File: src/rtl/reg_scoreboard_pkg.sv
// rtl/reg_scoreboard_pkg.sv - shared sizing constants for the issue-stage register scoreboard
package reg_scoreboard_pkg;

    // Default architectural sizing; the top module exposes these as overridable parameters.
    localparam int NUM_REGS_DEF        = 32;
    localparam int MAX_OUTSTANDING_DEF = 8;
    localparam int CNT_W_DEF           = 32;

    // Register address width and its all-zero value (x0 / "no register").
    localparam int                   ADDR_BITS      = $clog2(NUM_REGS_DEF);
    localparam logic [ADDR_BITS-1:0] ADDR_BITS_ZERO = '0;

endpackage

File: src/rtl/reg_scoreboard_if.sv
// rtl/reg_scoreboard_if.sv - issue and writeback handshake bundle between ID/WB and the scoreboard
interface reg_scoreboard_if
    import reg_scoreboard_pkg::*;
#(
    parameter int AW = ADDR_BITS
) ();

    // Decoded instruction sitting in ID
    logic          id_valid;
    logic [AW-1:0] id_rd;
    logic [AW-1:0] id_rs1;
    logic [AW-1:0] id_rs2;
    logic [AW-1:0] id_rs3;
    logic          id_long;
    logic          ex_ready;

    // Issue decision returned by the scoreboard
    logic          id_ready;
    logic          issue_fire;

    // Long-latency writeback
    logic          wb_valid;
    logic [AW-1:0] wb_rd;

    modport master (
        output id_valid, id_rd, id_rs1, id_rs2, id_rs3, id_long, ex_ready,
        output wb_valid, wb_rd,
        input  id_ready, issue_fire
    );

    modport slave (
        input  id_valid, id_rd, id_rs1, id_rs2, id_rs3, id_long, ex_ready,
        input  wb_valid, wb_rd,
        output id_ready, issue_fire
    );

endinterface

File: src/rtl/sb_hazard_check.sv
// rtl/sb_hazard_check.sv - combinational RAW/WAW decode against a pending-register bitmap
module sb_hazard_check #(
    parameter int NUM_REGS = 32,
    parameter int AW       = $clog2(NUM_REGS)
) (
    input  logic [NUM_REGS-1:0] eff_pending,
    input  logic [AW-1:0]       rd,
    input  logic [AW-1:0]       rs1,
    input  logic [AW-1:0]       rs2,
    input  logic [AW-1:0]       rs3,
    output logic                raw,
    output logic                waw
);

    // Address 0 means "field unused", so it never produces a hazard even if bit 0 were set.
    always_comb begin
        raw = 1'b0;
        waw = 1'b0;
        if ((rs1 != '0) && eff_pending[rs1]) raw = 1'b1;
        if ((rs2 != '0) && eff_pending[rs2]) raw = 1'b1;
        if ((rs3 != '0) && eff_pending[rs3]) raw = 1'b1;
        if ((rd  != '0) && eff_pending[rd])  waw = 1'b1;
    end

endmodule

File: src/rtl/reg_scoreboard.sv
// rtl/reg_scoreboard.sv - issue-stage scoreboard tracking long-latency destinations and stalling on hazards
module reg_scoreboard
    import reg_scoreboard_pkg::*;
#(
    parameter int NUM_REGS        = NUM_REGS_DEF,
    parameter int MAX_OUTSTANDING = MAX_OUTSTANDING_DEF,
    parameter int CNT_W           = CNT_W_DEF
) (
    input  logic                                   clk,
    input  logic                                   rst_n,
    reg_scoreboard_if.slave                        sb,
    output logic [NUM_REGS-1:0]                    pending_mask,
    output logic [$clog2(MAX_OUTSTANDING+1)-1:0]   outstanding,
    output logic                                   wb_err,
    output logic [CNT_W-1:0]                       stall_cycles
);

    localparam int                AW      = $clog2(NUM_REGS);
    localparam int                OUT_W   = $clog2(MAX_OUTSTANDING + 1);
    localparam logic [OUT_W-1:0]  MAX_CNT = OUT_W'(MAX_OUTSTANDING);

    logic [NUM_REGS-1:0] pending_q, pending_d;
    logic [OUT_W-1:0]    outstanding_q, outstanding_d;
    logic                wb_err_q, wb_err_d;
    logic [CNT_W-1:0]    stall_q, stall_d;

    logic [NUM_REGS-1:0] wb_onehot;
    logic [NUM_REGS-1:0] set_onehot;
    logic [NUM_REGS-1:0] eff_pending;
    logic                wb_nz;
    logic                wb_clear;
    logic                set_pend;
    logic                raw;
    logic                waw;
    logic                full;
    logic                ready_c;

    // Writeback bypass: a register being written back this cycle no longer blocks issue.
    always_comb begin
        wb_onehot = '0;
        wb_nz     = sb.wb_valid && (sb.wb_rd != ADDR_BITS_ZERO);
        if (wb_nz) wb_onehot[sb.wb_rd] = 1'b1;
        wb_clear    = wb_nz && pending_q[sb.wb_rd];
        eff_pending = pending_q & ~wb_onehot;
    end

    sb_hazard_check #(
        .NUM_REGS (NUM_REGS),
        .AW       (AW)
    ) u_hazard (
        .eff_pending (eff_pending),
        .rd          (sb.id_rd),
        .rs1         (sb.id_rs1),
        .rs2         (sb.id_rs2),
        .rs3         (sb.id_rs3),
        .raw         (raw),
        .waw         (waw)
    );

    // Issue decision; a writeback freeing a slot this cycle lets a new long op take it.
    always_comb begin
        full    = sb.id_long && (sb.id_rd != ADDR_BITS_ZERO) &&
                  ((outstanding_q - OUT_W'(wb_clear)) == MAX_CNT);
        ready_c = sb.ex_ready && !raw && !waw && !full;
    end

    assign sb.id_ready   = ready_c;
    assign sb.issue_fire = sb.id_valid && ready_c;

    // Next-state: set of a newly issued long op wins over a same-cycle clear of that register.
    always_comb begin
        set_onehot = '0;
        set_pend   = sb.issue_fire && sb.id_long && (sb.id_rd != ADDR_BITS_ZERO);
        if (set_pend) set_onehot[sb.id_rd] = 1'b1;
        pending_d    = eff_pending | set_onehot;
        pending_d[0] = 1'b0;
        outstanding_d = outstanding_q + OUT_W'(set_pend) - OUT_W'(wb_clear);
        wb_err_d      = wb_nz && !pending_q[sb.wb_rd];
        stall_d       = stall_q;
        if (sb.id_valid && !ready_c && (stall_q != '1)) stall_d = stall_q + CNT_W'(1);
    end

    // State registers; reset drops all tracking immediately.
    always_ff @(posedge clk or negedge rst_n) begin
        if (!rst_n) begin
            pending_q     <= '0;
            outstanding_q <= '0;
            wb_err_q      <= 1'b0;
            stall_q       <= '0;
        end else begin
            pending_q     <= pending_d;
            outstanding_q <= outstanding_d;
            wb_err_q      <= wb_err_d;
            stall_q       <= stall_d;
        end
    end

    assign pending_mask = pending_q;
    assign outstanding  = outstanding_q;
    assign wb_err       = wb_err_q;
    assign stall_cycles = stall_q;

endmodule
File: src/flat_wrapper.sv
// flat-port wrapper written by rule: the top's interface ports become plain ports
module reg_scoreboard_flat import reg_scoreboard_pkg::*;
#(
    parameter int NUM_REGS        = NUM_REGS_DEF,
    parameter int MAX_OUTSTANDING = MAX_OUTSTANDING_DEF,
    parameter int CNT_W           = CNT_W_DEF
)
  (clk, rst_n, pending_mask, outstanding, wb_err, stall_cycles, sb_id_valid, sb_id_rd, sb_id_rs1, sb_id_rs2, sb_id_rs3, sb_id_long, sb_ex_ready, sb_wb_valid, sb_wb_rd, sb_id_ready, sb_issue_fire);
  reg_scoreboard_if sb_i ();
  input  logic clk;
  input  logic rst_n;
  output logic [NUM_REGS-1:0] pending_mask;
  output logic [$clog2(MAX_OUTSTANDING+1)-1:0] outstanding;
  output logic wb_err;
  output logic [CNT_W-1:0] stall_cycles;
  input wire logic [$bits(sb_i.id_valid)-1:0] sb_id_valid;
  input wire logic [$bits(sb_i.id_rd)-1:0] sb_id_rd;
  input wire logic [$bits(sb_i.id_rs1)-1:0] sb_id_rs1;
  input wire logic [$bits(sb_i.id_rs2)-1:0] sb_id_rs2;
  input wire logic [$bits(sb_i.id_rs3)-1:0] sb_id_rs3;
  input wire logic [$bits(sb_i.id_long)-1:0] sb_id_long;
  input wire logic [$bits(sb_i.ex_ready)-1:0] sb_ex_ready;
  input wire logic [$bits(sb_i.wb_valid)-1:0] sb_wb_valid;
  input wire logic [$bits(sb_i.wb_rd)-1:0] sb_wb_rd;
  output wire logic [$bits(sb_i.id_ready)-1:0] sb_id_ready;
  output wire logic [$bits(sb_i.issue_fire)-1:0] sb_issue_fire;
  assign sb_i.id_valid = sb_id_valid;
  assign sb_i.id_rd = sb_id_rd;
  assign sb_i.id_rs1 = sb_id_rs1;
  assign sb_i.id_rs2 = sb_id_rs2;
  assign sb_i.id_rs3 = sb_id_rs3;
  assign sb_i.id_long = sb_id_long;
  assign sb_i.ex_ready = sb_ex_ready;
  assign sb_i.wb_valid = sb_wb_valid;
  assign sb_i.wb_rd = sb_wb_rd;
  assign sb_id_ready = sb_i.id_ready;
  assign sb_issue_fire = sb_i.issue_fire;
  reg_scoreboard #(.NUM_REGS(NUM_REGS), .MAX_OUTSTANDING(MAX_OUTSTANDING), .CNT_W(CNT_W)) u_core (.clk(clk), .rst_n(rst_n), .sb(sb_i), .pending_mask(pending_mask), .outstanding(outstanding), .wb_err(wb_err), .stall_cycles(stall_cycles));
endmodule
File: config.mk
export PLATFORM = sky130hd
export DESIGN_NAME = reg_scoreboard_flat
export DESIGN_NICKNAME = d
export VERILOG_FILES = /design/src/rtl/reg_scoreboard_pkg.sv /design/src/rtl/reg_scoreboard_if.sv /design/src/rtl/sb_hazard_check.sv /design/src/rtl/reg_scoreboard.sv /design/src/flat_wrapper.sv
export SDC_FILE = /design/constraint.sdc
export NUM_CORES = 1
export LEC_CHECK = 0
export BUFFER_PORTS_ARGS = -buffer_cell sky130_fd_sc_hd__buf_2
export CORE_MARGIN = 2
export CORE_UTILIZATION = 56
export CTS_CLUSTER_SIZE = 10
export DETAILED_ROUTE_END_ITERATION = 8
export MAX_ROUTING_LAYER = met4
export PLACE_DENSITY = 0.81
export SLEW_MARGIN = 20
export SYNTH_ARGS = -nofsm -noshare
export SYNTH_HDL_FRONTEND = slang
export SYNTH_SLANG_ARGS = --single-unit
export TNS_END_PERCENT = 50
File: constraint.sdc
create_clock -name clk -period 6.7 [get_ports clk]
set_clock_uncertainty 0.2 [all_clocks]
set_input_delay 0.335 -clock clk [delete_from_list [all_inputs] [get_ports clk]]
set_output_delay 0.335 -clock clk [all_outputs]
set_load 0.02 [all_outputs]
# Word-level counts from Yosys, hierarchy flattened
# Index checks and enable logic that the tools add are counted.
# classes
addsub,4
reduce_logical,29
n_bitwise,3
eq_ne,2
mux,20
n_lt_le_gt_ge,7
# op_table
op,count
2-to-1 mux 32 bit,2
"adder 32 x 1 -> 32 bit, second input constant",1
bitwise AND 32 bit,1
"inequality test 32 bit, second input constant",1
NOT 32 bit,1
OR 32 bit,1
"< comparator 5 x 6 -> 1 bit, second input constant",5
binary-select mux 1 bit (select 5 bit),5
nonzero test 5 bit,5
logical AND 1 bit,19
2-to-1 mux 1 bit,11
demux 1 bit (select 5 bit),2
">= comparator 5 x 1 -> 1 bit, second input constant",2
subtractor 4 x 1 -> 4 bit,2
zero test 1 bit,5
adder 4 x 1 -> 4 bit,1
"== test 4 bit, second input constant",1
# totals
output_inout_bits,71
input_bits,31
ff_bits,68
word_cells,69

# Depth between registers and ports, before layout
# Gate-level depths: netlist of the first run.
# depth
depth_word,22
mapped_depth,25
depth_no_buf,22

# Modules after synthesis
# From an unflattened synthesis of the first run, not the netlist that was laid out.
# unflattened
hier_cells,432
area_unflattened_um2,4737.0
# by_module_without_submodules
module,instances,cells_per_inst,seq_area_each_um2,area_each_um2
reg_scoreboard,1,332,1701.6,3647.2
sb_hazard_check,1,100,0.0,1089.8

# Worst setup path after synthesis of the first run
# No wires, ideal clock.
# synth_path
path_kind,in2reg
from,input port sb_wb_rd[0]
to,"register u_core.outstanding_q[2], in the netlist u_core.outstanding[2]"
arrival_time_ps,4996
path_buffers,3
setup_ps,123
required_ps,6377
path_stages,22
slack_ps,1381
cell_sequence,buf_2 -> clkbuf_1 -> mux4_2 -> mux4_2 -> mux2i_1 -> nor2_1 -> ha_1 -> ha_1 -> xnor2_1 -> nand4b_1 -> o31ai_1 -> a21oi_1 -> nand4_1 -> or3b_1 -> nor4b_4 -> nand3_2 -> clkbuf_1 -> nor2_1 -> ha_1 -> inv_1 -> fa_1 -> xor2_1
# synth_via
elab_chain_len,22
elab_cells_between_ends,43
cone_classes,add/sub: 3; order compare: 2; eq/ne: 1; mux: 17; bitwise: 2; reduce/logical: 18
# synth_rtl
element,line_no,source
start: declaration,flat_wrapper.sv:24,input wire logic [$bits(sb_i.wb_rd)-1:0] sb_wb_rd;
< comparator 5 x 6 -> 1 bit (implied by the code) or >= comparator 5 x 1 -> 1 bit (tied branches),reg_scoreboard.sv:42,if (wb_nz) wb_onehot[sb.wb_rd] = 1'b1;
logical AND 1 bit (implied by the code),reg_scoreboard.sv:42,
2-to-1 mux 1 bit (implied by the code),reg_scoreboard.sv:42,
demux 1 bit (select 5 bit),-,
2-to-1 mux 32 bit,reg_scoreboard.sv:42,
NOT 32 bit,reg_scoreboard.sv:44,eff_pending = pending_q & ~wb_onehot;
bitwise AND 32 bit,reg_scoreboard.sv:44,
binary-select mux 1 bit (select 5 bit),sb_hazard_check.sv:19,if ((rs1 != '0) && eff_pending[rs1]) raw = 1'b1;
[... 4 more ...],-,
2-to-1 mux 1 bit,sb_hazard_check.sv:21,if ((rs3 != '0) && eff_pending[rs3]) raw = 1'b1;
zero test 1 bit,reg_scoreboard.sv:64,ready_c = sb.ex_ready && !raw && !waw && !full;
logical AND 1 bit (3 in a row),reg_scoreboard.sv:64,
logical AND 1 bit,reg_scoreboard.sv:68,assign sb.issue_fire = sb.id_valid && ready_c;
logical AND 1 bit (2 in a row),reg_scoreboard.sv:73,set_pend = sb.issue_fire && sb.id_long && (sb.id_rd != ADDR_BITS_ZERO);
adder 4 x 1 -> 4 bit,reg_scoreboard.sv:77,outstanding_d = outstanding_q + OUT_W'(set_pend) - OUT_W'(wb_clear);
subtractor 4 x 1 -> 4 bit *,reg_scoreboard.sv:77,
via u_core.outstanding_d[2],reg_scoreboard.sv:23,"logic [OUT_W-1:0] outstanding_q, outstanding_d;"
end signal: assignment,reg_scoreboard.sv:92,outstanding_q <= outstanding_d;
end: declaration,reg_scoreboard.sv:23,
# Mark *: on every way through the listed nets, which the timed path passes. The rest lies on a longest branch. The select of a mux whose other input is x is not followed.
# A chain may end at the register's enable or synchronous reset.

# Worst setup path after layout of the first run
# layout_path
from,"register u_core.pending_q[5], in the netlist u_core.pending_mask[5]"
to,"register u_core.outstanding_q[2], in the netlist u_core.outstanding[2]"
# layout_via
elab_chain_len,16
elab_cells_between_ends,34
cone_classes,add/sub: 3; eq/ne: 1; mux: 14; bitwise: 1; reduce/logical: 15
# layout_rtl
element,line_no,source
start: declaration,reg_scoreboard.sv:22,"logic [NUM_REGS-1:0] pending_q, pending_d;"
start signal: assignment,reg_scoreboard.sv:91,pending_q <= pending_d;
branches (longest 15 deep; another with subtractor 4 x 1 -> 4 bit),-,
subtractor 4 x 1 -> 4 bit *,reg_scoreboard.sv:77,
via u_core.outstanding_d[2],reg_scoreboard.sv:23,
# Mark *: on every way through the listed nets, which the timed path passes. The select of a mux whose other input is x is not followed.

==> results.md, run 1 <==
- Status: complete, but fails checks
- Failing checks: negative hold slack
- Clk_lat worst skew: 0.35 ns
- Share of cells above drive strength 1: 23.3%
- Core Area: 0.00911 mm2
- Mapped Area: 0.00518 mm2
- Worst-path clk slew: 0.08 ns
- CP required: 6.74 ns
- Core Rows: 35
- Antenna viol nets, final: 0
- WP data arrival: 5.21 ns
- Reg2Reg Setup Slack: 1.53 ns
- Synth Flop Type: dfrtp_1
- Pleak: 2.75 nW
- Synth Net Count: 610
- Worst setup path start: u_core.pending_mask[5]
- Via/cell ratio: 6.97
- Fillers: 735
- PD cells: 213 mW/mm2
- Setup crit start kind: register
- Yosys top cell area share: 32.9%
- Clock buffer depth: 2
- Fmax: 0.193 GHz
- R2R Path End: u_core.outstanding[2]
- Slew margin rel.: 23.6%
- Worst min path class: input port to asynchronous set/reset pin
- Worst vdd ir: 256 uV
- Register area share after synthesis: 32.9%
- Setup Viol. Count Final: 0
- Synth area leaders: dfrtp_1 (33%), xor2_1 (5.9%), mux2i_1 (5.0%)
- Worst setup margin: 1.53 ns
- CTS sink cnt: 68
- PortBufs: 100
- Period utilization: 77.2%
- Via count: 5266
- Final-report hold violation count: 26
- GR Overflow Total: 0
- Crit Path Class: register to register
- Number of synthesized register bits: 68
- Drt wl/cell: 23.6 um
- Die ar.: 0.0100 mm2
- Post_cts resized: 0
- Syn avg cell area: 9.07 um2
- Final routed DRC violation total: 0
- N_diodes: 0
- CP cell instances: mux4_2, mux4_2, mux2i_1, nor2_1, ha_1, ha_1, xnor2_1, nand4b_1, o31ai_1, a21oi_1, nand4_1, or3b_1, nor4b_4, buf_4, nand3_2, nor2_1, ha_1, inv_1, fa_1, xor2_1
- Root Driver: clkbuf_8
- Cell repeated most along the worst path: ha_1
- Utilization after layout: 64.2%
- Starting Density: 56.9%
- Post-synthesis cell type count: 70
- TritonCTS clock tree: yes
- First-pass GRT wire length: 28000 um
- Slew @ Worst Pin: 1.13 ns
- Drt total wl: 17800 um
- Final Power: 0.00125 W
- DR iter-0 viols: 654
- Setup Total Neg Slack: 0 ns
- Vias in the first global route: 4917
- DP Worst Slack: 1.24 ns
- Placer Congestion: 0.993
- Final HPWL DP: 12800 um
- Maxcap violations: 0
- CP Capture Point: u_core.outstanding[2]
- Kind of end point of the critical path: register
- Crit path largest cell delay: 0.49 ns
- Post-CTS Hold Buffers: 0
- Initial antenna violation count: 0
- Area delta synth->final: 13.0%
- R2R Path Start: u_core.pending_mask[5]
- Tot GR Track Use: 37.4%
- Synth Instances: 571
- Worst Path Max Fanout: 34
- Post-synth ARST share: 100%
- Pin count of the biggest net entering global routing: 69
- 1st-pass router iterations: 6
- R2R depth: 20
- Die Width: 100 um
- RSZ-0062 raised after global routing: false
- H-tree lvl count: 3
- CP max-delay cell: dfrtp_1
- Ports: 102
- Die H: 100 um
- Final slew viol count: 0
- Cts bufs inserted: 9
- EDFF count, synth: 0
- Fin nets: 679
- YS warnings: 0
- Tmin final: 5.17 ns
- Top cell type by total area after synthesis: dfrtp_1
- Final hold slack: -0.0181 ns
- Post-CTS Setup Repair Bufs: 0
layout by cell type, fill, tap and decap left out, types with 4 or more instances in the layout:
cell type  count
a2111oi_0      5
a211oi_1       5
a21oi_1        5
a31oi_1        4
and2_1         4
and3_1        13
buf_2        100
buf_4          5
clkbuf_8       9
dfrtp_1       68
ha_1           7
inv_1         18
mux2_2         8
mux2i_1       26
mux4_2        11
nand2_1       28
nand2b_1       5
nand3_1       28
nand3b_1       5
nand4_1       15
nand4b_1       4
nor2_1        32
nor2b_1        5
nor3_1        24
nor3b_1        4
nor4_1        21
o2111ai_1      4
o211ai_1      10
o21ai_0       15
o21ai_1       16
o311ai_0       4
o31ai_1       33
or2_2          4
xnor2_1        6
xor2_1        35
cells in the mapped netlist, types with 6 or more instances:
master    instances
o31ai_1          34
ha_1              7
nand2_1          28
nor2_1           32
nor3_1           24
o21ai_0          17
nand4_1          15
o211ai_1         10
inv_1            18
nand3_1          28
clkbuf_1         28
mux4_2           11
xor2_1           35
xnor2_1           6
mux2_2            8
dfrtp_1          68
o21ai_1          14
nor4_1           21
buf_2            13
mux2i_1          26
and3_1           13
layout make-up:
| type | instances | area, um2 | share of cell area (%) |
|---|---|---|---|
| clock buffer | 10 | 128 | 2.18 |
| clock inverter | 6 | 63.8 | 1.09 |
| inverter | 19 | 71.3 | 1.22 |
| multi-input combinational | 437 | 3210 | 54.9 |
| sequential | 68 | 1700 | 29.1 |
| tap | 111 | 139 | 2.37 |
| timing repair buffer | 105 | 538 | 9.19 |
worst min-delay path by stage:
stage	cells after the start	slack [ns]	endpoint
6_report	2	-0.02	u_core.pending_mask[11]
5_1_grt	2	0.07	u_core.pending_mask[12]
4_1_cts	2	0.008	u_core.pending_mask[11]
3_5_place_dp	1	0.27	u_core.stall_cycles[22]
3_3_place_gp	1	0.27	u_core.stall_cycles[22]
2_1_floorplan	0	-0.16	u_core.outstanding[0]
cells by family (layout without fill, tap and decap cells):
family          Yosys count  in the layout  share of synthesized area (%)
simple gates            216            216                           23.9
compound gates          125            125                           17.2
flops                    68             68                           32.9
buf+inv                  66            140                           5.24
mux                      46             46                           11.8
xor+xnor                 41             41                           6.93
fa+ha+maj                 8              8                           2.08
other cells               1              1                         0.0724
power by group:
part           total (W)  switching, W  internal [W]  leakage (nW)
Clock           0.000335      0.000163      0.000172        0.0927
Sequential      0.000509     0.0000532      0.000456         0.923
Combinational   0.000403      0.000258      0.000144          1.73
Total            0.00125      0.000475      0.000772          2.75
state kept, by name (all words and copies together), names as in the netlist:
| register | count |
|---|---|
| u_core.stall_cycles | 32 |
| u_core.pending_mask | 31 |
| u_core.outstanding | 4 |
| u_core.wb_err | 1 |
through the flow:
stage / instance area (um2) / instances
floorplan: 5180 / 571
global placement: 5660 / 740
detailed placement: 5660 / 740
CTS: 5850 / 756
global route: 5850 / 756
finish: 5850 / 756
worst max-delay path: cells and delay by family, from the launching register on:
kind,cells,cell delay (ns)
AND/OR/NAND/NOR,7,1.17
XOR/XNOR,2,0.28
buffers and inverters,2,0.43
flip-flops,1,0.49
adder cells (fa/ha/maj),4,1.05
multiplexers,3,1.12
AO/OA/AOI/OAI,2,0.29
per-layer routing:
| metal | routed length, um | part of all wire [%] | track usage [%] |
|---|---|---|---|
| met5 | 0 | 0 | - |
| met4 | 865 | 4.8 | 16.9 |
| met2 | 7760 | 43 | 53.2 |
| met1 | 7330 | 41 | 50.7 |
| met3 | 1890 | 11 | 9.12 |
Note: power is estimated with default switching activity, not from simulation.
==> run 2: changes to the inputs <==
Settings changed: CORE_UTILIZATION 56 to 51, PLACE_DENSITY 0.81 to 0.78.
Clock period 6.7 ns to 4.5 ns, I/O delays scaled along.
==> results.md, run 2 (synthesis gave the netlist of run 1 again) <==
- PD cells: 321 mW/mm2 (+51%)
- Cts bufs inserted: 9 (unchanged)
- Final slew viol count: 0 (unchanged)
- Root Driver: clkbuf_8
- DR iter-0 viols: 614 (-6.1%)
- Via/cell ratio: 6.81 (-2.2%)
- Area delta synth->final: 27.5%
- Core Area: 0.00982 mm2 (+7.8%)
- Slew margin rel.: 40.8% (+17 points)
- Worst min path class: input port to register
- Worst vdd ir: 286 uV (+12%)
- Most common cell after layout, fill and taps aside: buf_2
- Final hold slack: 0.0601 ns (+0.0782 ns)
- Worst setup margin: -0.156 ns (-1.69 ns)
- Ports: 102 (unchanged)
- Final HPWL DP: 13700 um (+6.9%)
- First-pass GRT wire length: 29700 um (+6.4%)
- Share of cells above drive strength 1: 32.4% (+9.1 points)
- Comb pwr share: 34.6% (+2.3 points)
- Setup Total Neg Slack: -0.366 ns (-0.366 ns)
- Tot GR Track Use: 35.5% (-1.9 points)
- Commonest non-fill, non-tap cells in the layout: buf_2 (98), dfrtp_1 (68), buf_4 (65), xor2_1 (35), nor2_1 (30)
- Placed inst area: 0.00609 mm2 (+7.6%)
- Fmax: 0.215 GHz (+11%)
- Clock buffer depth: 2 (unchanged)
- Net switching power: 0.000750 W (+58%)
- Clock Power Share: 30.2% (+3.3 points)
- Pleak: 3.14 nW (+14%)
- Met3 Use GR: 9.73% (+0.61 points)
- PortBufs: 100 (unchanged)
- Most Used Layer, Global Route: met2
- Antenna viol nets, final: 0 (unchanged)
- Die ar.: 0.0110 mm2 (+9.4%)
- H-tree lvl count: 3 (unchanged)
- Clk_lat worst skew: 0.35 ns (about the same)
- Status: complete, but fails checks
- Fin area: 0.00660 mm2 (+13%)
- Fin nets: 744 (+9.6%)
- Initial antenna violation count: 0 (unchanged)
- Drt wl/cell: 22.5 um (-4.5%)
- CP required: 4.54 ns (-2.20 ns)
- Die Width: 105 um (+4.6%)
- Placer Congestion: 1.13 (+14%)
- Internal: 0.00137 W (+78%)
- Die H: 105 um (+4.6%)
- Via count: 5740 (+9.0%)
- TritonCTS clock tree: yes
- Slew @ Worst Pin: 0.880 ns (-0.253 ns)
- Maxcap violations: 0 (unchanged)
- Pin count of the biggest net entering global routing: 49 (-29%)
- Crit path largest cell delay: 0.53 ns (+0.04 ns)
- CP max-delay cell: mux4_2
- Tmin final: 4.66 ns (-0.513 ns)
- Core Rows: 36 (+2.9%)
- Kind of end point of the critical path: register
- Worst Path Max Fanout: 4 (-88%)
- Reg2Reg Setup Slack: -0.16 ns (-1.69 ns)
- Max reg flops: 32 (unchanged)
- Setup crit start kind: register
- GR Overflow Total: 0 (unchanged)
- N_diodes: 0 (unchanged)
- Period utilization: 103% (+26 points)
- Vias in the first global route: 5584 (+14%)
- Starting Density: 52.7% (-4.1 points)
- Final-report hold violation count: 0 (-100%)
- CP cell instances: mux4_2, mux4_2, mux2i_1, nor2_1, ha_2, ha_4, xnor2_1, nand4b_1, o31ai_2, a21oi_1, nand4_1, or3b_4, nor4b_4, buf_6, nand3_4, nor2_4, ha_4, inv_2, fa_2, inv_1
- Final routed DRC violation total: 0 (unchanged)
- Switching share of power: 35.3% (-2.7 points)
- 1st-pass router iterations: 8 (+2)
- Drt total wl: 19000 um (+6.5%)
- Failing checks: negative setup slack
- Crit Path Class: register to register
- Routing usage on met1: 43.8% (-7.0 points)
- Setup Viol. Count Final: 4 (+4)
- Sequential Power Share: 35.2% (-5.6 points)
- CTS sink cnt: 68 (unchanged)
- RSZ-0062 raised after global routing: true
- M2 GR Usage: 53.6% (+0.40 points)
- WP data arrival: 4.70 ns (-0.51 ns)
- Worst-path clk slew: 0.08 ns (about the same)
## run 2: through the flow
stage	instances	setup WS, ns	util (%)	total power (W)
after global routing	843	-0.288	67.3	0.00221
after detailed placement	812	-0.423	62.1	0.00141
after CTS	836	-0.101	66.0	0.00207
final	843	-0.156	67.3	0.00212
after global placement	812	-0.250	62.1	0.00138
after floorplan	571	-0.239	-	0.00116
## run 2: path summary, 6_finish.rpt
check	startpoint	endpoint	cells past startpoint
worst max-delay path	u_core.pending_mask[27]	u_core.outstanding[1]	20
worst min register to register	u_core.stall_cycles[28]	u_core.stall_cycles[28]	1
worst max register to register	u_core.pending_mask[27]	u_core.outstanding[1]	20
max in group asynchronous	rst_n	u_core.pending_mask[18]	3
worst min-delay path	sb_wb_valid	u_core.wb_err	3
min in group asynchronous	rst_n	u_core.pending_mask[28]	2
## run 2: worst max-delay path: cells and delay by family, from the launching register on
family	cells	cell delay, ns
AND/OR/NAND/NOR	7	1.12
buffers and inverters	3	0.25
AO/OA/AOI/OAI	2	0.21
multiplexers	3	1.22
adder cells (fa/ha/maj)	4	1.06
XOR/XNOR	1	0.12
flip-flops	1	0.39
## run 2: area by class of cell
| class | instances | area [um2] |
|---|---|---|
| Inverter | 19 | 71.3 |
| Clock inverter | 5 | 108 |
| Clock buffer | 11 | 151 |
| Multi-Input combinational cell | 437 | 3300 |
| Timing Repair Buffer | 170 | 1100 |
| Fill cell | 787 | 3220 |
| Sequential cell | 68 | 1700 |
| Tap cell | 133 | 166 |
## run 2: routing by layer
metal / up-vias / part of all wire, %
met4: 0 / 5.5
met3: 108 / 13
met2: 463 / 44
met5: - / 0
li1: 2454 / -
met1: 2715 / 37
## run 2: power by group through the flow
stage	clock network (W)	logic (W)	registers, W
after floorplan	0	0.000332	0.000831
after global placement	0	0.000629	0.000750
after detailed placement	0	0.000655	0.000754
after CTS	0.000643	0.000685	0.000743
after global routing	0.000669	0.000781	0.000757
final	0.000642	0.000734	0.000746
## run 2: timing repair
action | CTS | global route
pin swaps | 8 | 6
hold buffers | 1 | 0
gates resized for setup | 7 | 12
hold endpoints to repair | 20 | 0
endpoints found under the setup margin | 5 | 37
setup buffers | 6 | 7
cloned | 1 | 1
==> run 3: changes to the inputs <==
Settings changed: CORE_ASPECT_RATIO set to 0.75.
==> results.md, run 3 (synthesis gave the netlist of run 1 again) <==
- Final slew viol count: 0 (unchanged)
- RSZ-0062 raised after global routing: true
- M2 GR Usage: 51.2% (-2.3 points)
- Period utilization: 107% (+3.5 points)
- R2R Path Start: u_core.pending_mask[6]
- Worst min path class: input port to register
- Share of cells above drive strength 1: 36.3% (+3.9 points)
- PortBufs: 100 (unchanged)
- Pleak: 3.27 nW (+4.0%)
- 1st-pass router iterations: 6 (-2)
- Fin nets: 756 (+1.6%)
- Final-report hold violation count: 0 (unchanged)
- Worst setup margin: -0.314 ns (-0.158 ns)
- Met3 Use GR: 14.6% (+4.9 points)
- Net switching power: 0.000802 W (+6.9%)
- PD cells: 318 mW/mm2 (-0.87%)
- Crit path largest cell delay: 0.52 ns (about the same)
- Crit Path Class: register to register
- Core Rows: 31 (-14%)
- Setup crit start kind: register
- Setup Total Neg Slack: -2.02 ns (-1.65 ns)
- TritonCTS clock tree: yes
- N_diodes: 0 (unchanged)
- Tmin final: 4.81 ns (+0.158 ns)
- Setup Viol. Count Final: 32 (+28)
- Worst Path Max Fanout: 4 (unchanged)
- Failing checks: negative setup slack
- Via/cell ratio: 7.00 (+2.8%)
- Drt total wl: 21700 um (+14%)
- Switching share of power: 36.0% (+0.66 points)
- CP required: 4.53 ns (about the same)
- Placer Congestion: 1.09 (-3.0%)
- CP cell instances: mux4_2, mux4_2, mux2i_2, nor2_1, ha_2, ha_4, xnor2_1, nand4b_1, o31ai_2, a21oi_1, nand4_1, or3b_4, nor4b_4, buf_4, nand3_4, nor2_4, ha_4, inv_2, fa_2, inv_1
- Worst setup path start: u_core.pending_mask[6]
- Final routed DRC violation total: 0 (unchanged)
- GR Overflow Total: 0 (unchanged)
- Cts bufs inserted: 9 (unchanged)
- DP Worst Slack: -0.426 ns (-0.00280 ns)
- Worst vdd ir: 351 uV (+23%)
- Sequential Power Share: 33.6% (-1.6 points)
- Status: complete, but fails checks
- Area delta synth->final: 35.0%
- Final HPWL DP: 15100 um (+10%)
- Initial antenna violation count: 0 (unchanged)
- Cell family with most CP delay: multiplexers
- Slew margin rel.: 41.9% (+1.1 points)
- CP max-delay cell: mux4_2
- Routing usage on met1: 55.0% (+11 points)
- Die Width: 120 um (+15%)
- CTS sink cnt: 68 (unchanged)
- First-pass GRT wire length: 31300 um (+5.4%)
- Starting Density: 53.0% (+0.24 points)
- Most common cell after layout, fill and taps aside: buf_2
- H-tree lvl count: 3 (unchanged)
- Vias in the first global route: 5334 (-4.5%)
- DR iter-0 viols: 818 (+33%)
- HP Start: sb_wb_valid
- Worst-path clk slew: 0.05 ns (-0.03 ns)
- Drt wl/cell: 25.4 um (+13%)
- Via count: 5979 (+4.2%)
- Tot GR Track Use: 39.0% (+3.6 points)
- Die H: 91.3 um (-13%)
- Comb pwr share: 34.8% (+0.2 points)
- Clock buffer depth: 2 (unchanged)
- Clock Power Share: 31.6% (+1.4 points)
- Antenna viol nets, final: 0 (unchanged)
- WP data arrival: 4.84 ns (+0.14 ns)
- Core Area: 0.00977 mm2 (-0.46%)
- Kind of end point of the critical path: register
- Internal: 0.00142 W (+3.9%)
- Max reg flops: 32 (unchanged)
- Pin count of the biggest net entering global routing: 69 (+41%)
- Fmax: 0.208 GHz (-3.3%)
- Most Used Layer, Global Route: met1
- Maxcap violations: 0 (unchanged)
- Die ar.: 0.0110 mm2 (about the same)
- Clk_lat worst skew: 0.34 ns (about the same)
- Ports: 102 (unchanged)
- Commonest non-fill, non-tap cells in the layout: buf_2 (98), buf_4 (75), dfrtp_1 (68), xor2_1 (35), nor2_1 (30)
- Slew @ Worst Pin: 0.871 ns (-0.00909 ns)
- Root Driver: clkbuf_16
- CP bufs+invs: 3 (unchanged)
run 3: changes by cell type in the layout (fill, tap and decap cells not counted), sizes merged:
cell,change
clkbuf,+2
buf,+12
bufinv,-2
bufbuf,-1
clkinv,+1
run 3: metal layers:
layer | vias to the layer above | wire length [um]
li1 | 2483 | -
met1 | 2849 | 8560
met2 | 542 | 8600
met3 | 105 | 3430
met4 | 0 | 1090
met5 | - | 0
run 3: final timing paths:
check | end | slack (ns) | depth (start not counted)
max reg2reg | u_core.outstanding[1] | -0.31 | 20
min in group asynchronous | u_core.wb_err | 0.41 | 3
min reg2reg | u_core.stall_cycles[10] | 0.28 | 1
max | u_core.outstanding[1] | -0.31 | 20
min | u_core.wb_err | 0.07 | 3
max in group asynchronous | u_core.stall_cycles[10] | 3.11 | 3
run 3: layout make-up:
| class | instances | area (um2) |
|---|---|---|
| Clock buffer | 12 | 246 |
| Clock inverter | 4 | 48.8 |
| Fill cell | 728 | 2780 |
| Inverter | 19 | 71.3 |
| Multi-Input combinational cell | 437 | 3540 |
| Sequential cell | 68 | 1700 |
| Tap cell | 132 | 165 |
| Timing Repair Buffer | 182 | 1210 |
run 3: metrics by stage:
stage          power, W  cell area, um2  hold slack, ns  utilization [%]  std cells
2_1_floorplan   0.00116            5250          -0.271                -        571
3_3_place_gp    0.00141            6170           0.266             63.2        822
3_5_place_dp    0.00143            6170           0.275             63.2        822
4_1_cts         0.00215            6610          0.0634             67.6        844
5_1_grt         0.00231            6990          0.0841             71.5        854
6_report        0.00223            6990          0.0684             71.5        854
run 3: repair_timing:
action / 4_1_cts / 5_1_grt
setup endpoints to repair: 4 / 52
setup buffers: 4 / 8
pin swaps: 9 / 7
resized for setup: 13 / 46
cloned: 1 / 3
hold buffers: 1 / 0
hold endpoints to repair: 68 / 0
run 3: worst min-delay path: stages:
cell and delay, ns:
buf_2 0.17, o41ai_1 0.11, nor2b_1 0.05
run 3: power groups by stage:
stage,Combinational (W),Sequential [W],Clock (W)
final,0.000775,0.000748,0.000703
after global routing,0.000822,0.000758,0.000731
after CTS,0.000701,0.000747,0.000705
after detailed placement,0.000673,0.000757,0
after global placement,0.000656,0.000754,0
after floorplan,0.000332,0.000831,0
